[src/rtl/param_div_counter.sv]
// Prescaled up/down/ping-pong counter with a divided clock output and tick/terminal-count pulses.
// Define PARAM_DIV_COUNTER_SAT_EN to saturate (instead of wrap) in the up and down modes.
module param_div_counter #(
    parameter int WIDTH = 4,
    parameter int DIV   = 4
) (
    input  logic             clk_in,
    input  logic             rst_n,
    input  logic             en,
    input  logic [1:0]       mode,
    input  logic             load,
    input  logic [WIDTH-1:0] load_val,
    output logic [WIDTH-1:0] count_out,
    output logic             clkout,
    output logic             tick,
    output logic             tc,
    output logic             dir
);

    typedef enum logic [1:0] {
        MODE_UP   = 2'b00,
        MODE_DOWN = 2'b01,
        MODE_PING = 2'b10,
        MODE_HOLD = 2'b11
    } mode_e;

    localparam int             PW      = $clog2(DIV);
    localparam logic [PW-1:0]  P_LAST  = PW'(DIV - 1);
    localparam logic [PW-1:0]  P_ONE   = PW'(1);
    localparam logic [WIDTH-1:0] CNT_MAX = '1;
    localparam logic [WIDTH-1:0] CNT_ONE = WIDTH'(1);

    logic [PW-1:0]    p;
    logic             step;
    logic [WIDTH-1:0] next_count;
    logic             next_dir;
    logic             next_tc;

    assign step = en && (p == P_LAST);

    // Count/direction/terminal-count result of a step, used only when step is high.
    // NOTE: every output gets a default first so no path leaves a latch behind.
    always_comb begin
        next_count = count_out;
        next_dir   = dir;
        next_tc    = 1'b0;
        case (mode_e'(mode))
            MODE_UP: begin
                next_dir = 1'b1;
                if (count_out == CNT_MAX) begin
                    next_tc = 1'b1;
`ifdef PARAM_DIV_COUNTER_SAT_EN
                    next_count = CNT_MAX;
`else
                    next_count = '0;
`endif
                end else begin
                    next_count = count_out + CNT_ONE;
                end
            end
            MODE_DOWN: begin
                next_dir = 1'b0;
                if (count_out == '0) begin
                    next_tc = 1'b1;
`ifdef PARAM_DIV_COUNTER_SAT_EN
                    next_count = '0;
`else
                    next_count = CNT_MAX;
`endif
                end else begin
                    next_count = count_out - CNT_ONE;
                end
            end
            MODE_PING: begin
                if (dir) begin
                    if (count_out == CNT_MAX) begin
                        next_count = CNT_MAX - CNT_ONE;
                        next_dir   = 1'b0;
                        next_tc    = 1'b1;
                    end else begin
                        next_count = count_out + CNT_ONE;
                    end
                end else begin
                    if (count_out == '0) begin
                        next_count = CNT_ONE;
                        next_dir   = 1'b1;
                        next_tc    = 1'b1;
                    end else begin
                        next_count = count_out - CNT_ONE;
                    end
                end
            end
            MODE_HOLD: begin
                next_count = count_out;
            end
            default: begin
                next_count = count_out;
            end
        endcase
    end

    // NOTE: all state is updated with non-blocking assignments so every register samples pre-edge values.
    always_ff @(posedge clk_in or negedge rst_n) begin
        if (!rst_n) begin
            p         <= '0;
            count_out <= '0;
            clkout    <= 1'b0;
            tick      <= 1'b0;
            tc        <= 1'b0;
            dir       <= 1'b1;
        end else begin
            tick <= step;
            tc   <= 1'b0;
            if (en) begin
                p <= (p == P_LAST) ? '0 : p + P_ONE;
            end
            if (step) begin
                clkout <= ~clkout;
            end
            // A load wins over a coincident step: no count change, no tc, direction kept.
            if (load) begin
                count_out <= load_val;
            end else if (step) begin
                count_out <= next_count;
                dir       <= next_dir;
                tc        <= next_tc;
            end
        end
    end

endmodule

[config.mk]
export PLATFORM = sky130hd
export DESIGN_NAME = param_div_counter
export DESIGN_NICKNAME = d
export VERILOG_FILES = /design/src/rtl/param_div_counter.sv
export SDC_FILE = /design/constraint.sdc
export NUM_CORES = 1
export LEC_CHECK = 0
export ABC_AREA = 1
export ABC_CLOCK_PERIOD_IN_PS = 2100
export CORE_UTILIZATION = 40
export DETAILED_ROUTE_END_ITERATION = 12
export PLACE_DENSITY_LB_ADDON = 0.1
export SLEW_MARGIN = 20
export SYNTH_ARGS = -nofsm -noshare
export SYNTH_HDL_FRONTEND = slang
export SYNTH_SLANG_ARGS = --single-unit
[constraint.sdc]
create_clock -name clk_in -period 2.1 [get_ports clk_in]
set_clock_uncertainty 0.15 [all_clocks]
set_input_delay 0.21 -clock clk_in [delete_from_list [all_inputs] [get_ports clk_in]]
set_output_delay 0.21 -clock clk_in [all_outputs]
set_load 0.03 [all_outputs]
* Word level (Yosys, flattened, before mapping)
Index checks and enable logic that the tools add are counted.
Widths: inputs -> output; s select.
** Operators by class
- $add $sub $neg :: 3
- Equal/unequal tests :: 6
- Muxes and demuxes :: 18
- Bitwise gates (word level) :: 2
- Reductions and logical operators :: 7
** Operator list (count)
- $mux 4 :: 7
- $pmux 4 s3 :: 1
- $mux 1 :: 7
- $eq 2x2->1 const B :: 3
- $pmux 1 s3 :: 2
- $add 4x1->4 const B :: 1
- $eq 4x4->1 const B :: 1
- $logic_not 4->1 :: 1
- $sub 4x1->4 const B :: 1
- $reduce_and 3->1 :: 1
- $reduce_bool 3->1 :: 1
- $add 2x1->2 const B :: 1
- $eq 2x1->1 const B :: 1
- $logic_not 2->1 :: 1
- $mux 2 :: 1
- $ne 2x2->1 const B :: 1
- $not 1->1 :: 2
- $reduce_and 2->1 :: 1
- $reduce_bool 2->1 :: 1
- $logic_and 1x1->1 :: 1
** Storage, ports and cells
- Flip-flop bits (word level) :: 10
- Input port bits :: 10
- Word-level logic and storage cells :: 42

* Longest topological paths before layout
- Depth after elaboration :: 6
- Mapped depth :: 11
- Depth with buffers taken out :: 11

* Worst setup path before layout
OpenSTA, ideal clock, no wires.
- Path kind :: register to register
- Start :: reg count_out[0]
- End :: reg count_out[2]
- Setup time :: 126 ps
- Data arrival time :: 1464 ps
- Required time :: 1824 ps
- Setup slack :: 360 ps
- Cell stages (with the launch flop) :: 9
- Period minus slack after synthesis :: 1740 ps
- Cell sequence :: dfrtp_1 -> inv_1 -> ha_1 -> xnor2_1 -> nor2_1 -> nor3_1 -> nand2_1 -> nand2_1 -> a21oi_2
** On the way
- Word-level cells in the longest chain between the ends :: 6
- Elaborated cells on any way between the ends :: 12
** Ends and longest elaborated chain
- from (decl) :: RTL line 13 : output logic [WIDTH-1:0] count_out,
- from (signal assigned) :: RTL line 122 : count_out <= load_val;
- from (signal assigned) :: RTL line 124 : count_out <= next_count;
- $sub 4x1->4, or another cell as far along :: RTL line 71, 89
- $mux 4 (on tied branches) :: RTL line 84, 76
- $mux 4 :: RTL line 75 : if (dir) begin
- $pmux 4 s3 (*) :: RTL line 47 : case (mode_e'(mode))
- $mux 4 (*) :: RTL line 123 : end else if (step) begin
- $mux 4 (*) :: RTL line 121 : if (load) begin
Mark *: on every way between the ends. The rest lies on a longest branch, timed or not. The select of a mux whose other input is x is not followed.
A chain may end at the register's enable or synchronous reset.

* Worst setup path in the final report
- Start :: reg count_out[2]
- End :: out count_out[2]
No word-level cell between the ends.

==> metrics.txt <==
# TYPE chip_impl_metric gauge
chip_impl_metric{name="critPathBufInv",unit=""} 1
chip_impl_info{name="worst-setup-path-type",value="reg -> out"} 1
chip_impl_metric{name="grt_start_max_net_pins",unit=""} 11
chip_impl_metric{name="fin_tns_setup",unit="ns"} 0
chip_impl_metric{name="critical-path-max-stage-delay",unit="ns"} 0.75
chip_impl_metric{name="dr_wl_met2",unit="um"} 864
chip_impl_metric{name="htree_num_levels",unit=""} 1
chip_impl_metric{name="ios",unit=""} 18
chip_impl_metric{name="path_clk_slew",unit="ns"} 0.07
chip_impl_metric{name="share_clk_of_total_power",unit="%"} 12.8
chip_impl_info{name="critical-path-slowest-cell",value="sky130_fd_sc_hd__clkdlybuf4s50_1"} 1
chip_impl_info{name="critical_path_sink_type",value="output pin"} 1
chip_impl_metric{name="timing.reg2reg.setup_slack",unit="ns"} 0.37
chip_impl_metric{name="drt.antenna.violating_nets",unit=""} 0
chip_impl_metric{name="nFillCells",unit=""} 187
chip_impl_metric{name="path_max_fanout",unit=""} 9
chip_impl_metric{name="grt_pass1_wl",unit="um"} 2830
chip_impl_info{name="synth_commonest_cells",value="sky130_fd_sc_hd__nand2_1 (23), sky130_fd_sc_hd__nor2_1 (15), sky130_fd_sc_hd__inv_1 (14)"} 1
chip_impl_metric{name="layout-drive-gt1-share",unit="%"} 10.5
chip_impl_metric{name="route.final.wire_length",unit="um"} 1760
chip_impl_metric{name="net-switching-power",unit="mW"} 0.475
chip_impl_metric{name="async_flop_share",unit="%"} 100
chip_impl_metric{name="report.final.setup_viol",unit=""} 0
chip_impl_metric{name="max_cap_violations",unit=""} 0
chip_impl_info{name="highest-signal-layer",value="met3"} 1
chip_impl_metric{name="power_switching_share",unit="%"} 45.2
chip_impl_metric{name="initialDrtViolationCount",unit=""} 14
chip_impl_metric{name="power.combinational.fraction",unit="%"} 54.1
chip_impl_metric{name="clock_sink_count",unit=""} 10
chip_impl_metric{name="post_cts_buffers",unit=""} 0
chip_impl_metric{name="gp_congestion",unit=""} 0.791
chip_impl_metric{name="final_max_slew_viol_count",unit=""} 0
chip_impl_metric{name="clkLatencyLatePin",unit="ns"} 0.27
chip_impl_metric{name="post_synth_num_cell_types",unit=""} 24
chip_impl_metric{name="max-vdd-ir-drop",unit="mV"} 0.767
chip_impl_metric{name="worst_pin_slew",unit="ns"} 0.450
chip_impl_metric{name="post-route-util",unit="%"} 53.0
chip_impl_info{name="synth_most_common_cell",value="sky130_fd_sc_hd__nand2_1"} 1
chip_impl_metric{name="synth.cell_area",unit="um2"} 846
chip_impl_metric{name="worst-endpoint-required",unit="ns"} 1.74
chip_impl_info{name="path_cells",value="clkdlybuf4s50_1"} 1
chip_impl_metric{name="postSynthRegisterBits",unit=""} 10
chip_impl_metric{name="routed_via_density",unit=""} 4.81
chip_impl_metric{name="drt-pass1-iter-count",unit=""} 4
chip_impl_metric{name="pwr_dens",unit="nW/um2"} 1000
chip_impl_metric{name="drt-met1-wl",unit="um"} 813
chip_impl_info{name="tritoncts_clock_tree",value="done"} 1
chip_impl_metric{name="cts_made_buffers",unit=""} 3
chip_impl_metric{name="drt-wirelength-per-cell",unit="um"} 11.0
chip_impl_metric{name="place_area",unit="um2"} 1020
chip_impl_metric{name="starting_density",unit="%"} 42.7
chip_impl_info{name="rsz0062_at_grt",value="no"} 1
chip_impl_metric{name="antenna_cells",unit=""} 0
chip_impl_metric{name="total_routing_usage_gr",unit="%"} 18.0
chip_impl_metric{name="die_area",unit="um2"} 2300
chip_impl_info{name="cp-start-kind",value="flip-flop"} 1
chip_impl_metric{name="via_count",unit=""} 770
chip_impl_info{name="synth_largest_area_cell",value="sky130_fd_sc_hd__dfrtp_1"} 1
chip_impl_metric{name="post-route-period-util",unit="%"} 93.6
chip_impl_metric{name="met3WireLength",unit="um"} 81
chip_impl_metric{name="globalRoute.totalOverflow",unit=""} 0
chip_impl_info{name="outcome",value="completed"} 1
chip_impl_metric{name="leakagePower",unit="nW"} 0.503
chip_impl_info{name="synth.area.top_cells",value="sky130_fd_sc_hd__dfrtp_1 (27%), sky130_fd_sc_hd__ha_1 (13%), sky130_fd_sc_hd__nand2_1 (10%)"} 1
chip_impl_metric{name="port_buffers",unit=""} 17
chip_impl_info{name="hold_path_class",value="in -> async"} 1
chip_impl_metric{name="final.setup.worst_slack",unit="ns"} 0.133
chip_impl_metric{name="max-slew-margin-rel",unit="%"} 69.9
chip_impl_metric{name="yosys.area.top_type_share",unit="%"} 26.6
chip_impl_metric{name="place.detailed.hpwl",unit="um"} 1450
chip_impl_metric{name="core",unit="um2"} 1980
chip_impl_metric{name="synth_fp_nets",unit=""} 133
chip_impl_info{name="clock-root-buffer",value="sky130_fd_sc_hd__clkbuf_4"} 1
chip_impl_metric{name="maxClockFrequency",unit="GHz"} 0.508
chip_impl_metric{name="sequential_group_share_of_total_power",unit="%"} 33.1
chip_impl_metric{name="worst-endpoint-arrival",unit="ns"} 1.61
chip_impl_metric{name="syn2layout_area_growth",unit="%"} 24.3
chip_impl_metric{name="place_ws",unit="ns"} 0.110
chip_impl_metric{name="design_area",unit="um2"} 1050
chip_impl_metric{name="internal_power",unit="mW"} 0.576
chip_impl_metric{name="cts_hold_buffers",unit=""} 0
chip_impl_metric{name="grt_pass1_vias",unit=""} 648
chip_impl_metric{name="drc",unit=""} 0
chip_impl_metric{name="synth-seq-area-share",unit="%"} 29.7
chip_impl_metric{name="syn-instance-count",unit=""} 114
chip_impl_metric{name="antenna_found_initial",unit=""} 0
chip_impl_info{name="worst_path_dominant_cell_family",value="buffers and inverters"} 1
chip_impl_info{name="postSynth.topFlopCell",value="sky130_fd_sc_hd__dfrtp_1"} 1
chip_impl_metric{name="die_w",unit="um"} 48.0
chip_impl_metric{name="layout_min_cycle_time",unit="ns"} 1.97
chip_impl_metric{name="finish.net_count",unit=""} 153
chip_impl_metric{name="syn_area_per_cell",unit="um2"} 7.42
chip_impl_metric{name="max-clock-path-buffers",unit=""} 2
chip_impl_metric{name="die-height",unit="um"} 48.0
chip_impl_metric{name="fp-row-count",unit=""} 16
chip_impl_metric{name="synthesis.yosys.warnings",unit=""} 0
chip_impl_metric{name="cts_resized",unit=""} 0
chip_impl_metric{name="synth_enable_flop_cells",unit=""} 0
chip_impl_metric{name="timing_hold_violations_final",unit=""} 0
==> cells in the final DEF, fill, tap and decap left out, types with 4 or more instances in the layout <==
master	Yosys	layout
sky130_fd_sc_hd__a21oi_1	8	8
sky130_fd_sc_hd__clkdlybuf4s50_1	0	17
sky130_fd_sc_hd__dfrtp_1	9	9
sky130_fd_sc_hd__ha_1	9	9
sky130_fd_sc_hd__inv_1	14	14
sky130_fd_sc_hd__nand2_1	23	23
sky130_fd_sc_hd__nand2_2	4	4
sky130_fd_sc_hd__nand3_1	7	7
sky130_fd_sc_hd__nor2_1	15	15
sky130_fd_sc_hd__nor3_1	4	4
sky130_fd_sc_hd__o21ai_0	4	4
==> final cells by class <==
cell class | instances | area [um2] | area share, %
tap | 27 | 33.8 | 3.21
sequential | 10 | 251 | 23.9
timing repair buffer | 17 | 170 | 16.2
clock buffer | 4 | 26.3 | 2.50
multi-input combinational | 87 | 513 | 48.8
inverter | 15 | 56.3 | 5.36
==> per-layer routing <==
layer | vias to the layer above | track usage, %
met5 | - | 0
met4 | 0 | 1.67
met3 | 0 | 7.55
met2 | 16 | 29.5
met1 | 345 | 23.1
li1 | 409 | -
==> path summary, 6_finish.rpt <==
kind,startpoint,to,cells after the start
max in group asynchronous,rst_n,dir,1
worst max-delay path,count_out[2],count_out[2],1
worst min register to register,clkout,clkout,1
worst max register to register,count_out[0],count_out[3],11
min in group clk_in,clkout,clkout,1
worst min-delay path,rst_n,p[0],1
==> metrics by stage <==
stage                     cells  hold WS, ns  total power, mW
after floorplan             114       -0.236            0.746
after global placement      156        0.311            0.912
after detailed placement    156        0.317            0.919
after CTS                   160        0.113             1.06
after global routing        160        0.133             1.14
final                       160        0.105             1.05
==> cells by family after synthesis <==
logic type,count (synthesis),share of synthesized area [%]
xor+xnor,3,3.11
mux,1,1.33
flops,10,29.7
compound gates,18,13.0
fa+ha+maj,9,13.3
buf+inv,17,9.61
simple gates,56,29.9
==> power groups by stage <==
stage	Clock [mW]	Sequential, mW	Combinational, mW
floorplan	0	0.416	0.330
global placement	0	0.349	0.563
detailed placement	0	0.352	0.567
CTS	0.141	0.350	0.570
global route	0.149	0.360	0.629
finish	0.134	0.348	0.569
==> registers in the layout (all words and copies together) (netlist names) <==
| signal | count |
|---|---|
| tick | 1 |
| p | 2 |
| tc | 1 |
| dir | 1 |
| clkout | 1 |
| count_out | 4 |
(Power assumes the default switching activity.)
